===== config.mk =====
export PLATFORM = sky130hd
export DESIGN_NAME = pc_sequencer
export DESIGN_NICKNAME = d
export VERILOG_FILES = /design/src/rtl/pc_sequencer.sv
export SDC_FILE = /design/constraint.sdc
export NUM_CORES = 1
export LEC_CHECK = 0
export ABC_CLOCK_PERIOD_IN_PS = 4180
export CAP_MARGIN = 25
export CORE_ASPECT_RATIO = 1.4
export CORE_MARGIN = 10
export CORE_UTILIZATION = 26
export CTS_BUF_LIST = sky130_fd_sc_hd__clkbuf_16
export DETAILED_ROUTE_END_ITERATION = 10
export SLEW_MARGIN = 20
export SYNTH_ARGS = -nofsm -noshare
export SYNTH_HDL_FRONTEND = slang
export SYNTH_SLANG_ARGS = --single-unit

===== constraint.sdc =====
create_clock -name clk -period 4.18 [get_ports clk]
set_input_delay 1.045 -clock clk [delete_from_list [all_inputs] [get_ports clk]]
set_output_delay 1.045 -clock clk [all_outputs]
set_load 0.005 [all_outputs]

===== src/rtl/pc_sequencer.sv =====
// Fetch-stage sequencer: drives the PC register and instruction-memory request, delivers instructions to decode.
// Optional macro PC_SEQ_MISALIGN_TRAP_EN: misaligned branch targets become traps to trap_vector_i.
module pc_sequencer #(
    parameter logic [31:0] RESET_VECTOR = 32'h0000_0000
) (
    input  logic        clk,
    input  logic        rst,
    input  logic [31:0] pc_i,
    output logic        pc_en_o,
    output logic [31:0] pc_in_o,
    output logic        imem_req_o,
    output logic [31:0] imem_addr_o,
    input  logic        imem_ack_i,
    input  logic [31:0] imem_rdata_i,
    output logic        if_valid_o,
    output logic [31:0] if_pc_o,
    output logic [31:0] if_instr_o,
    input  logic        if_ready_i,
    input  logic        branch_taken_i,
    input  logic [31:0] branch_target_i,
    input  logic        trap_i,
    input  logic [31:0] trap_vector_i,
    output logic        misalign_o
);

    typedef enum logic [1:0] {BOOT, FETCH, DISCARD, HOLD} state_t;

    state_t      state_reg;
    logic        req_held_reg;
    logic [31:0] redirect_pc_reg;
    logic        out_valid_reg;
    logic [31:0] out_pc_reg;
    logic [31:0] out_instr_reg;
    logic        skid_valid_reg;
    logic [31:0] skid_pc_reg;
    logic [31:0] skid_instr_reg;

    logic        slot_ok;
    logic        redirect;
    logic [31:0] target;
    logic        fetch_ack;
    logic        fetch_wait;

    assign imem_addr_o = pc_i;
    assign if_valid_o  = out_valid_reg;
    assign if_pc_o     = out_pc_reg;
    assign if_instr_o  = out_instr_reg;
    assign slot_ok     = !out_valid_reg || if_ready_i;
    assign redirect    = (state_reg != BOOT) && (trap_i || branch_taken_i);
    assign fetch_ack   = imem_req_o && imem_ack_i;
    assign fetch_wait  = imem_req_o && !imem_ack_i;

`ifdef PC_SEQ_MISALIGN_TRAP_EN
    logic branch_misaligned;
    assign branch_misaligned = branch_taken_i && !trap_i && (branch_target_i[1:0] != 2'b00);
    assign target     = (trap_i || branch_misaligned) ? (trap_vector_i & 32'hFFFF_FFFC)
                                                      : branch_target_i;
    assign misalign_o = redirect && branch_misaligned;
`else
    assign target     = trap_i ? (trap_vector_i & 32'hFFFF_FFFC)
                               : (branch_target_i & 32'hFFFF_FFFC);
    assign misalign_o = 1'b0;
`endif

    // PC-register controls and the fetch request are combinational so a redirect costs no extra cycle.
    always_comb begin
        imem_req_o = 1'b0;
        pc_en_o    = 1'b0;
        pc_in_o    = pc_i + 32'd4;
        case (state_reg)
            BOOT: begin
                pc_en_o = rst;
                pc_in_o = RESET_VECTOR;
            end
            FETCH: begin
                imem_req_o = req_held_reg || slot_ok;
                if (redirect) begin
                    if (!(imem_req_o && !imem_ack_i)) begin
                        pc_en_o = 1'b1;
                        pc_in_o = target;
                    end
                end else if (imem_req_o && imem_ack_i) begin
                    pc_en_o = 1'b1;
                end
            end
            DISCARD: begin
                imem_req_o = 1'b1;
                if (imem_ack_i) begin
                    pc_en_o = 1'b1;
                    pc_in_o = redirect ? target : redirect_pc_reg;
                end
            end
            HOLD: begin
                if (redirect) begin
                    pc_en_o = 1'b1;
                    pc_in_o = target;
                end
            end
            default: begin
                pc_en_o = 1'b0;
            end
        endcase
    end

    always_ff @(posedge clk or negedge rst) begin
        if (!rst) begin
            state_reg       <= BOOT;
            req_held_reg    <= 1'b0;
            redirect_pc_reg <= 32'h0;
            out_valid_reg   <= 1'b0;
            out_pc_reg      <= 32'h0;
            out_instr_reg   <= 32'h0;
            skid_valid_reg  <= 1'b0;
            skid_pc_reg     <= 32'h0;
            skid_instr_reg  <= 32'h0;
        end else begin
            if (out_valid_reg && if_ready_i) begin
                out_valid_reg <= 1'b0;
            end
            case (state_reg)
                BOOT: begin
                    state_reg <= FETCH;
                end
                FETCH: begin
                    if (fetch_wait) begin
                        req_held_reg <= 1'b1;
                    end else if (fetch_ack) begin
                        req_held_reg <= 1'b0;
                    end
                    if (redirect) begin
                        out_valid_reg  <= 1'b0;
                        skid_valid_reg <= 1'b0;
                        if (fetch_wait) begin
                            redirect_pc_reg <= target;
                            state_reg       <= DISCARD;
                        end
                    end else if (fetch_ack) begin
                        if (slot_ok) begin
                            out_valid_reg <= 1'b1;
                            out_pc_reg    <= pc_i;
                            out_instr_reg <= imem_rdata_i;
                        end else begin
                            skid_valid_reg <= 1'b1;
                            skid_pc_reg    <= pc_i;
                            skid_instr_reg <= imem_rdata_i;
                            state_reg      <= HOLD;
                        end
                    end
                end
                DISCARD: begin
                    // The returned word belongs to the abandoned path and is dropped.
                    if (imem_ack_i) begin
                        req_held_reg <= 1'b0;
                        state_reg    <= FETCH;
                    end else if (redirect) begin
                        redirect_pc_reg <= target;
                    end
                end
                HOLD: begin
                    if (redirect) begin
                        out_valid_reg  <= 1'b0;
                        skid_valid_reg <= 1'b0;
                        state_reg      <= FETCH;
                    end else if (if_ready_i) begin
                        out_valid_reg  <= skid_valid_reg;
                        out_pc_reg     <= skid_pc_reg;
                        out_instr_reg  <= skid_instr_reg;
                        skid_valid_reg <= 1'b0;
                        state_reg      <= FETCH;
                    end
                end
                default: begin
                    state_reg <= BOOT;
                end
            endcase
        end
    end

endmodule


Word-level counts from Yosys, hierarchy flattened
Cells that the tools add are included.
{ "word_totals": {"ff_bits": 165, "word_cells": 105} }
{ "classes": {"add_sub_neg": 1, "n_eq_ne": 17, "mux": 55, "bitwise_logic": 2, "n_reduce_logical": 21} }
{ "ops": {"columns": ["operator", "n"], "rows": [
  ["32-bit 2-to-1 mux", 19],
  ["32-bit case mux with 2 select lines", 3],
  ["32-bit case mux with 4 select lines", 1],
  ["32-bit by 3-bit adder with 32-bit output, second input constant", 1],
  ["1-bit 2-to-1 mux", 19],
  ["2-bit != test, second input constant", 9],
  ["3-bit != test, second input constant", 5],
  ["2-bit 2-to-1 mux", 7],
  ["4-bit AND reduction", 3],
  ["1-bit case mux with 2 select lines", 4],
  ["2-bit case mux with 4 select lines", 1],
  ["1-bit logical AND", 6],
  ["6-bit AND reduction", 1],
  ["2-bit nonzero test", 3],
  ["5-bit AND reduction", 1],
  ["2-bit equality test, second input constant", 2],
  ["1-bit case mux with 4 select lines", 1],
  ["1-bit logical OR", 3],
  ["3-bit AND reduction", 1],
  ["2-bit by 1-bit equality test with 1-bit output, second input constant", 1],
  ["1-bit logical NOT", 2],
  ["2-bit logical NOT", 1],
  ["1-bit inverter", 2]
]} }

Longest topological paths before layout
Gate-level depths: netlist of run 1.
{ "logic_depth": {"word_depth": 8, "mapped_depth": 10} }

Least setup slack after synthesis of run 1
Ideal clock, no wire load.
{ "synth_timing": {"kind": "input to output", "from": "input port pc_i[2]", "to": "output port pc_in_o[28]", "arrival_ns": 2.223, "required_time_ns": 3.135, "path_slack_ns": 0.912, "path_stages": 6, "n_path_buf": 0, "cell_sequence": "ha_1 inv_1 nor4_4 nand4_1 xor2_1 o22ai_1"} }
{ "synth_between": {"elab_chain_cells": 4, "word_cells_on_any_way": 6, "classes_between": "add/sub (1); mux (5)"} }
{ "synth_lines": {"columns": ["element", "line", "source"], "rows": [
  ["start: declaration", "8", "input logic [31:0] pc_i,"],
  ["32-bit by 3-bit adder with 32-bit output (*)", "69", "pc_in_o = pc_i + 32'd4;"],
  ["32-bit 2-to-1 mux", "78", "if (!(imem_req_o && !imem_ack_i)) begin"],
  ["32-bit 2-to-1 mux", "77", "if (redirect) begin"],
  ["32-bit case mux with 4 select lines (*)", "70", "case (state_reg)"],
  ["end: declaration", "10", "output logic [31:0] pc_in_o,"]
]} }
Every way passes the cells marked *; elsewhere a longest branch is shown, timed or not.

Final worst setup path of run 1
{ "layout_timing": {"from": "input port pc_i[2]", "to": "output port pc_in_o[13]"} }
Same word-level chain as after synthesis.

==> impl_metrics.env, run 1 <==
export IMPL_status="complete, no violations"
export IMPL_required_ps=3130
export IMPL_grtUsageTotal=0.139
export IMPL_final_common_cell="clkdlybuf4s50_1"
export IMPL_syn_instance_count=798
export IMPL_cts_buffers=17
export IMPL_ys_warn_count=0
export IMPL_synthArstFlopShare=1.00
export IMPL_grt_max_degree=85
export IMPL_drt_initial_drc_count=310
export IMPL_fmax_mhz=244
export IMPL_critical_path_depth=9
export IMPL_fin_util=0.380
export IMPL_drt_pass1_iter_count=4
export IMPL_synth_area_sq_um=8780
export IMPL_rr_startpoint="state_reg[0]"
export IMPL_syn_num_nets=938
export IMPL_grt_pass1_vias=7393
export IMPL_worst_setup_path_type="in -> out"
export IMPL_r2r_end="redirect_pc_reg[22]"
export IMPL_yosys_cell_types_count=49
export IMPL_crit_start="pc_i[2]"
export IMPL_finalSetupViolations=0
export IMPL_worstPathCellList="clkdlybuf4s50_1 -> buf_4 -> nand2_1 -> nor2_1 -> buf_6 -> nand4_1 -> xor2_1 -> o21ai_0 -> clkdlybuf4s50_1"
export IMPL_coreArea_sq_um=33300
export IMPL_synth_ff_type="dfrtp_1"
export IMPL_drc=0
export IMPL_p_per_area_nw_per_um2=652
export IMPL_critPathBufInv=4
export IMPL_cpMostUsedCell="clkdlybuf4s50_1"
export IMPL_slowest_stage="clkdlybuf4s50_1"
export IMPL_ant_nets=0
export IMPL_seqCellArea_sq_um=4130
export IMPL_synth_area_per_cell_sq_um=11.0
export IMPL_areaGrowthSynthToFinish_pct=44.3
export IMPL_critPathArrivalTime_ps=3050
export IMPL_finalPower_mw=8.26
export IMPL_synth_edf_count=0
export IMPL_clock_sinks=165
export IMPL_cp_endpoint="pc_in_o[13]"
export IMPL_ff2ff_path_depth=7
export IMPL_post_route_min_period_ps=4100
export IMPL_critPathTopFamily="buffers and inverters"
export IMPL_wirelength_um=29300
export IMPL_reg2reg_slack_ps=1570
export IMPL_antenna_found_initial=1
export IMPL_ctsHoldBuffers=0
export IMPL_crit_path_start_kind="input pin"
export IMPL_drv_cap=0
export IMPL_layout_common_cells="231 x clkdlybuf4s50_1, 165 x dfrtp_1, 90 x nor2_1"
export IMPL_io_pins=266
export IMPL_tightest_slew_ps=886
export IMPL_globalplace_congestion=0.818
export IMPL_fin_worst_skew_ps=12.0
export IMPL_fillers=3333
export IMPL_p_leak_nw=5.40
export IMPL_slew_violations=0
export IMPL_drive_gt1_frac=0.180
export IMPL_numPortBuffers=260
export IMPL_start_util=0.264
export IMPL_crit_fanout=6
export IMPL_end_kind="primary output"
export IMPL_worstSkewPairLatency_ps=440
export IMPL_critPathMaxStageDelay_ps=540
export IMPL_finalHoldViolCount=0
export IMPL_vias=7108
export IMPL_yosysSeqAreaShare=0.470
export IMPL_tritoncts="done"
export IMPL_multiInputGateArea_sq_um=4130
export IMPL_cts_max_level=4
export IMPL_die_area_sq_um=41600
export IMPL_hp_class="reg -> reg"
export IMPL_overflow=0
export IMPL_die_w_um=175
export IMPL_finalNetCount=1201
export IMPL_clockBufferDepth=2
export IMPL_grt_pass1_wl_um=45100
export IMPL_rows=79
export IMPL_vias_per_cell=4.68
export IMPL_n_antenna_cell=0
export IMPL_path_clk_slew_ps=60
export IMPL_wire_per_inst_um=19.3
export IMPL_relSlewSlack=0.409
export IMPL_synth_seq_cells=165
export IMPL_die_y_um=237
export IMPL_ir_drop_mv=0.301
export IMPL_fin_crit_sh=0.981
export IMPL_clockRootBuffer="clkbuf_16"
export IMPL_hpwl_um=21900
-- report_power, final --
group          leakage (nW)  internal (mW)  switching [mW]
combinational          3.07           2.08            1.88
clock                 0.291          0.992           0.678
sequential             2.04           2.28           0.349
total                  5.40           5.35            2.91
-- logic make-up (layout without fill, tap and decap cells) --
logic type / Yosys count / in the layout / synth area share
compound gates: 153 / 153 / 0.107
xor+xnor: 28 / 28 / 0.0279
fa+ha+maj: 6 / 6 / 0.00855
buf+inv: 97 / 373 / 0.0698
flops: 165 / 165 / 0.470
mux: 183 / 183 / 0.225
other cells: 1 / 1 / 0.000427
simple gates: 165 / 165 / 0.0909
-- worst reg2reg max path, cell delays in order, from the launching register on --
cell	delay, ps
dfrtp_1	410
inv_1	120
ha_1	240
o21bai_1	170
buf_4	190
nor3_1	180
o21a_2	730
mux2_2	440
-- metrics by stage --
step / worst slack, ps / hold WS (ps) / instance area, sq um / std cells / setup TNS, ps
3_3_place_gp: -250 / 467 / 12000 / 1482 / -2980
2_1_floorplan: 912 / 458 / 8780 / 798 / 0
3_5_place_dp: -245 / 475 / 12000 / 1482 / -3020
6_report: 80.8 / 488 / 12700 / 1519 / 0
4_1_cts: 16.8 / 491 / 12600 / 1518 / 0
5_1_grt: -1.43 / 498 / 12700 / 1519 / -1.96
-- worst min-delay path by stage --
stage | startpoint | endpoint | slack (ps) | cells past startpoint
after global placement | skid_pc_reg[15] | skid_pc_reg[15] | 470 | 1
final | skid_pc_reg[2] | skid_pc_reg[2] | 490 | 1
after detailed placement | skid_instr_reg[14] | skid_instr_reg[14] | 470 | 1
after CTS | skid_pc_reg[7] | skid_pc_reg[7] | 490 | 1
after floorplan | skid_instr_reg[13] | skid_instr_reg[13] | 460 | 1
after global routing | skid_instr_reg[28] | skid_instr_reg[28] | 500 | 1
-- area by class of cell --
| class | count | area share |
|---|---|---|
| flip-flops and latches | 165 | 0.326 |
| repair buffers | 333 | 0.254 |
| inverters | 8 | 0.00237 |
| clock buffers | 17 | 0.0336 |
| well taps | 445 | 0.0439 |
| clock inverters | 15 | 0.0149 |
| multi-input cells | 536 | 0.326 |
-- cells in the mapped netlist, types with 9 or more instances --
master	count	area (sq um)
a21oi_1	80	400
a22oi_1	12	90.1
a32oi_1	15	131
buf_2	25	125
buf_4	44	330
clkbuf_1	9	33.8
dfrtp_1	165	4130
mux2_1	49	552
mux2_2	65	732
mux2i_1	69	691
nand2_1	15	56.3
nand3_1	13	65.1
nand4_1	12	75.1
nor2_1	92	345
o22ai_1	18	113
xor2_1	20	175
-- layer usage --
metal	up-vias	global-route usage	wire, um
met2	195	0.237	14700
li1	3367	-	-
met3	37	0.0447	1840
met1	3507	0.162	12100
met4	2	0.0474	690
met5	-	0	20
-- repair_timing --
action                                  CTS  global route
endpoints found under the setup margin   25            18
resized for setup                        32            20
pin swaps                                 4             3
gates cloned                              1             0
buffers inserted                          3             0
Power figures use the tool's default switching activity.
==> run 2: changes to the inputs <==
--- a/config.mk
+++ b/config.mk
@@ -8,7 +8,7 @@
 export ABC_CLOCK_PERIOD_IN_PS = 4180
 export CAP_MARGIN = 25
 export CORE_ASPECT_RATIO = 1.4
-export CORE_MARGIN = 10
+export CORE_MARGIN = 8
 export CORE_UTILIZATION = 26
 export CTS_BUF_LIST = sky130_fd_sc_hd__clkbuf_16
 export DETAILED_ROUTE_END_ITERATION = 10
==> impl_metrics.env, run 2 (synthesis gave the netlist of run 1 again) <==
export IMPL_clock_sinks=165
export IMPL_crit_path_start_kind="input pin"
export IMPL_grtUsageTotal=0.143
export IMPL_status="complete, no violations"
export IMPL_critPathArrivalTime_ps=3050
export IMPL_worst_setup_path_type="in -> out"
export IMPL_grt_pass1_vias=7527
export IMPL_cts_max_level=4
export IMPL_hp_class="reg -> reg"
export IMPL_reg2reg_slack_ps=1460
export IMPL_vias_per_cell=4.68
export IMPL_tritoncts="done"
export IMPL_drive_gt1_frac=0.180
export IMPL_post_route_min_period_ps=4090
export IMPL_fillers=3305
export IMPL_globalplace_congestion=0.855
export IMPL_wire_per_inst_um=18.8
export IMPL_grt_pass1_wl_um=43900
export IMPL_drc=0
export IMPL_placed_area_sq_um=12100
export IMPL_start_util=0.264
export IMPL_p_leak_nw=5.44
export IMPL_layout_common_cells="230 x clkdlybuf4s50_1, 165 x dfrtp_1, 92 x nor2_1"
export IMPL_hpwl_um=21400
export IMPL_ctsHoldBuffers=0
export IMPL_vias=7153
export IMPL_drt_initial_drc_count=274
export IMPL_drv_cap=0
export IMPL_fin_crit_sh=0.979
export IMPL_fin_worst_skew_ps=8.58
export IMPL_ant_nets=0
export IMPL_r2r_end="if_pc_o[25]"
export IMPL_seqCellArea_sq_um=4130
export IMPL_slew_violations=0
export IMPL_wirelength_um=28600
export IMPL_finalNetCount=1209
export IMPL_p_per_area_nw_per_um2=649
export IMPL_cts_buffers=17
export IMPL_grt_max_degree=66
export IMPL_required_ps=3130
export IMPL_overflow=0
export IMPL_ff2ff_path_depth=8
export IMPL_min_delay_start="skid_instr_reg[28]"
export IMPL_die_y_um=233
export IMPL_antenna_found_initial=0
export IMPL_ir_drop_mv=0.329
export IMPL_path_clk_slew_ps=60
export IMPL_min_path_cells=1
export IMPL_io_pins=266
export IMPL_finalSetupViolations=0
export IMPL_multiInputGateArea_sq_um=4130
export IMPL_tightest_slew_ps=831
export IMPL_finalPower_mw=8.27
export IMPL_hold_end="skid_instr_reg[28]"
export IMPL_fmax_mhz=244
export IMPL_crit_fanout=7
export IMPL_clockRootBuffer="clkbuf_16"
export IMPL_rr_startpoint="state_reg[0]"
export IMPL_worstSkewPairLatency_ps=450
export IMPL_final_common_cell="clkdlybuf4s50_1"
export IMPL_relSlewSlack=0.446
export IMPL_rows=79
export IMPL_final_design_area_no_fill_sq_um=12700
export IMPL_drt_pass1_iter_count=4
export IMPL_hold_worst_slack_ps=485
export IMPL_coreArea_sq_um=33300
export IMPL_clockBufferDepth=2
export IMPL_end_kind="primary output"
export IMPL_areaGrowthSynthToFinish_pct=45.2
export IMPL_die_w_um=171
export IMPL_die_area_sq_um=40000
export IMPL_finalHoldViolCount=0
export IMPL_numPortBuffers=260
export IMPL_n_antenna_cell=0
run 2: metrics by stage:
step	setup slack [ps]	cells	util	TNS, ps
6_report	89.4	1527	0.383	0
5_1_grt	-31.1	1527	0.383	-31.1
4_1_cts	4.99	1525	0.382	0
3_5_place_dp	-255	1487	0.362	-2830
3_3_place_gp	-272	1487	0.362	-2710
2_1_floorplan	912	798	-	0
run 2: worst max-delay path: stages:
cell and delay, ps:
clkdlybuf4s50_1 500, nand3_2 130, buf_4 160, nor2_1 150
buf_6 160, buf_4 120, buf_4 110, nand3_1 70
xor2_1 140, o22ai_1 120, dlygate4sd2_1 330
run 2: routing by layer:
layer	global-route usage	up-vias	share of wire
li1	-	3391	-
met1	0.164	3567	0.41
met2	0.247	169	0.51
met3	0.0412	26	0.060
met4	0.0539	0	0.021
met5	0	-	0
run 2: area by class of cell:
class,count,share of cell area
Sequential cell,165,0.324
Clock inverter,15,0.0130
Timing Repair Buffer,341,0.260
Tap cell,445,0.0437
Clock buffer,17,0.0334
Inverter,8,0.00236
Multi-Input combinational cell,536,0.324
run 2: worst max path at each step:
stage / from / endpoint / slack, ps / depth (start not counted)
CTS: pc_i[2] / pc_in_o[8] / 5 / 9
floorplan: pc_i[2] / pc_in_o[28] / 910 / 6
detailed placement: pc_i[3] / pc_in_o[22] / -250 / 9
global placement: pc_i[2] / pc_in_o[22] / -270 / 9
global route: pc_i[10] / pc_in_o[22] / -30 / 9
finish: pc_i[5] / pc_in_o[23] / 90 / 11
run 2: where the power goes:
group          switching (mW)  internal [mW]  total [mW]
registers               0.356           2.28        2.64
clock network           0.681          0.933        1.61
logic                    1.87           2.14        4.01
total                    2.91           5.36        8.27
run 2: what timing repair did:
action,in CTS,in global routing
resized for setup,33,9
hold endpoints to repair,0,0
pin swaps,4,2
endpoints found under the setup margin,26,12
buffers inserted,6,2
==> run 3: changes to the inputs <==
--- a/config.mk
+++ b/config.mk
@@ -9,9 +9,10 @@
 export CAP_MARGIN = 25
 export CORE_ASPECT_RATIO = 1.4
 export CORE_MARGIN = 8
-export CORE_UTILIZATION = 26
+export CORE_UTILIZATION = 50
 export CTS_BUF_LIST = sky130_fd_sc_hd__clkbuf_16
 export DETAILED_ROUTE_END_ITERATION = 10
+export PLACE_DENSITY = 0.84
 export SLEW_MARGIN = 20
 export SYNTH_ARGS = -nofsm -noshare
 export SYNTH_HDL_FRONTEND = slang
==> impl_metrics.env, run 3 (synthesis gave the netlist of run 1 again) <==
export IMPL_worstSkewPairLatency_ps=430
export IMPL_post_route_min_period_ps=4130
export IMPL_p_leak_nw=5.58
export IMPL_hp_class="reg -> reg"
export IMPL_tritoncts="done"
export IMPL_coreArea_sq_um=17300
export IMPL_ir_drop_mv=0.398
export IMPL_cts_max_level=4
export IMPL_vias_per_cell=5.53
export IMPL_final_common_cell="clkdlybuf4s50_1"
export IMPL_clock_sinks=165
export IMPL_crit_path_start_kind="input pin"
export IMPL_end_kind="primary output"
export IMPL_grt_pass1_vias=7553
export IMPL_drv_cap=0
export IMPL_drt_initial_drc_count=460
export IMPL_drive_gt1_frac=0.189
export IMPL_hold_worst_slack_ps=484
export IMPL_finalSetupViolations=0
export IMPL_io_pins=266
export IMPL_p_per_area_nw_per_um2=655
export IMPL_grt_pass1_wl_um=40500
export IMPL_placedCellCount=1271
export IMPL_numPortBuffers=260
export IMPL_critPathArrivalTime_ps=3080
export IMPL_relSlewSlack=0.421
export IMPL_layout_cells_non_filler=1318
export IMPL_fmax_mhz=242
export IMPL_fillers=1235
export IMPL_slew_violations=0
export IMPL_drc=0
export IMPL_final_design_area_no_fill_sq_um=12600
export IMPL_status="complete, no violations"
export IMPL_path_clk_slew_ps=60
export IMPL_crit_fanout=7
export IMPL_ctsHoldBuffers=0
export IMPL_cts_buffers=17
export IMPL_min_path_cells=1
export IMPL_ant_nets=0
export IMPL_layout_common_cells="225 x clkdlybuf4s50_1, 165 x dfrtp_1, 90 x nor2_1"
export IMPL_wirelength_um=26000
export IMPL_worst_slack_ps=54.9
export IMPL_areaGrowthSynthToFinish_pct=43.3
export IMPL_fin_worst_skew_ps=13.9
export IMPL_placed_area_sq_um=11700
export IMPL_grtUsageTotal=0.230
export IMPL_tightest_slew_ps=869
export IMPL_hpwl_um=18300
export IMPL_critical_path_depth=9
export IMPL_finalNetCount=1209
export IMPL_critPathTopFamily="buffers and inverters"
export IMPL_wire_per_inst_um=19.7
export IMPL_fin_crit_sh=0.987
export IMPL_tns_ps=0
export IMPL_drt_pass1_iter_count=4
export IMPL_overflow=0
export IMPL_worst_setup_path_type="in -> out"
export IMPL_clockRootBuffer="clkbuf_16"
export IMPL_slowest_stage="clkdlybuf4s50_1"
export IMPL_finalPower_mw=8.24
export IMPL_finalHoldViolCount=0
export IMPL_n_antenna_cell=0
export IMPL_worstPathCellList="clkdlybuf4s50_1 -> o21ba_2 -> buf_4 -> nor3_4 -> buf_4 -> buf_12 -> a22oi_1 -> a21oi_1 -> clkdlybuf4s50_1"
export IMPL_antenna_found_initial=1
export IMPL_clockBufferDepth=2
export IMPL_die_w_um=128
export IMPL_critPathBufInv=5
export IMPL_grt_max_degree=166
export IMPL_die_area_sq_um=22100
export IMPL_vias=7283
export IMPL_required_ps=3130
export IMPL_start_util=0.509
export IMPL_critPathMaxStageDelay_ps=550
export IMPL_dp_slack_ps=-183
export IMPL_fin_util=0.729
export IMPL_rows=57
export IMPL_ff2ff_path_depth=8
export IMPL_globalplace_congestion=0.884
export IMPL_die_y_um=173
==> run 3: report_power, final <==
part	total [mW]	internal, mW	switching (mW)
clock	1.64	0.959	0.684
combinational	3.95	2.12	1.83
sequential	2.65	2.28	0.369
total	8.24	5.36	2.88
==> run 3: final timing paths <==
kind,startpoint,endpoint,slack [ps]
max,branch_taken_i,pc_in_o[9],50
max in group asynchronous,rst,skid_pc_reg[6],2740
min,skid_pc_reg[0],skid_pc_reg[0],480
min reg2reg,skid_pc_reg[0],skid_pc_reg[0],480
max reg2reg,state_reg[0],if_instr_o[15],1600
min in group asynchronous,rst,skid_instr_reg[9],820
==> run 3: worst register-to-register path: stages (launching register included) <==
cell,delay [ps]
dfrtp_1,430
inv_1,160
ha_1,440
nand3_1,170
or3_1,380
a21oi_4,190
buf_12,430
nor2_1,150
a21oi_1,150
==> run 3: cell type report <==
type / count / area (sq um) / share of cell area
multi-input combinational: 536 / 4160 / 0.331
sequential: 165 / 4130 / 0.328
timing repair buffer: 341 / 3350 / 0.266
clock buffer: 17 / 425 / 0.0338
tap: 236 / 295 / 0.0235
clock inverter: 15 / 193 / 0.0153
inverter: 8 / 30.0 / 0.00239
==> run 3: what timing repair did <==
item,in CTS,in global routing
hold endpoints to repair,0,0
gates resized for setup,29,36
setup endpoints to repair,31,22
pin swaps,3,7
cloned,1,2
setup buffers,5,7
==> run 3: per-layer routing <==
metal / vias to the layer above / track usage / part of all wire
li1: 3394 / - / -
met1: 3584 / 0.264 / 0.38
met2: 245 / 0.393 / 0.51
met3: 58 / 0.0693 / 0.073
met4: 2 / 0.0855 / 0.032
met5: - / 0 / 0.00038
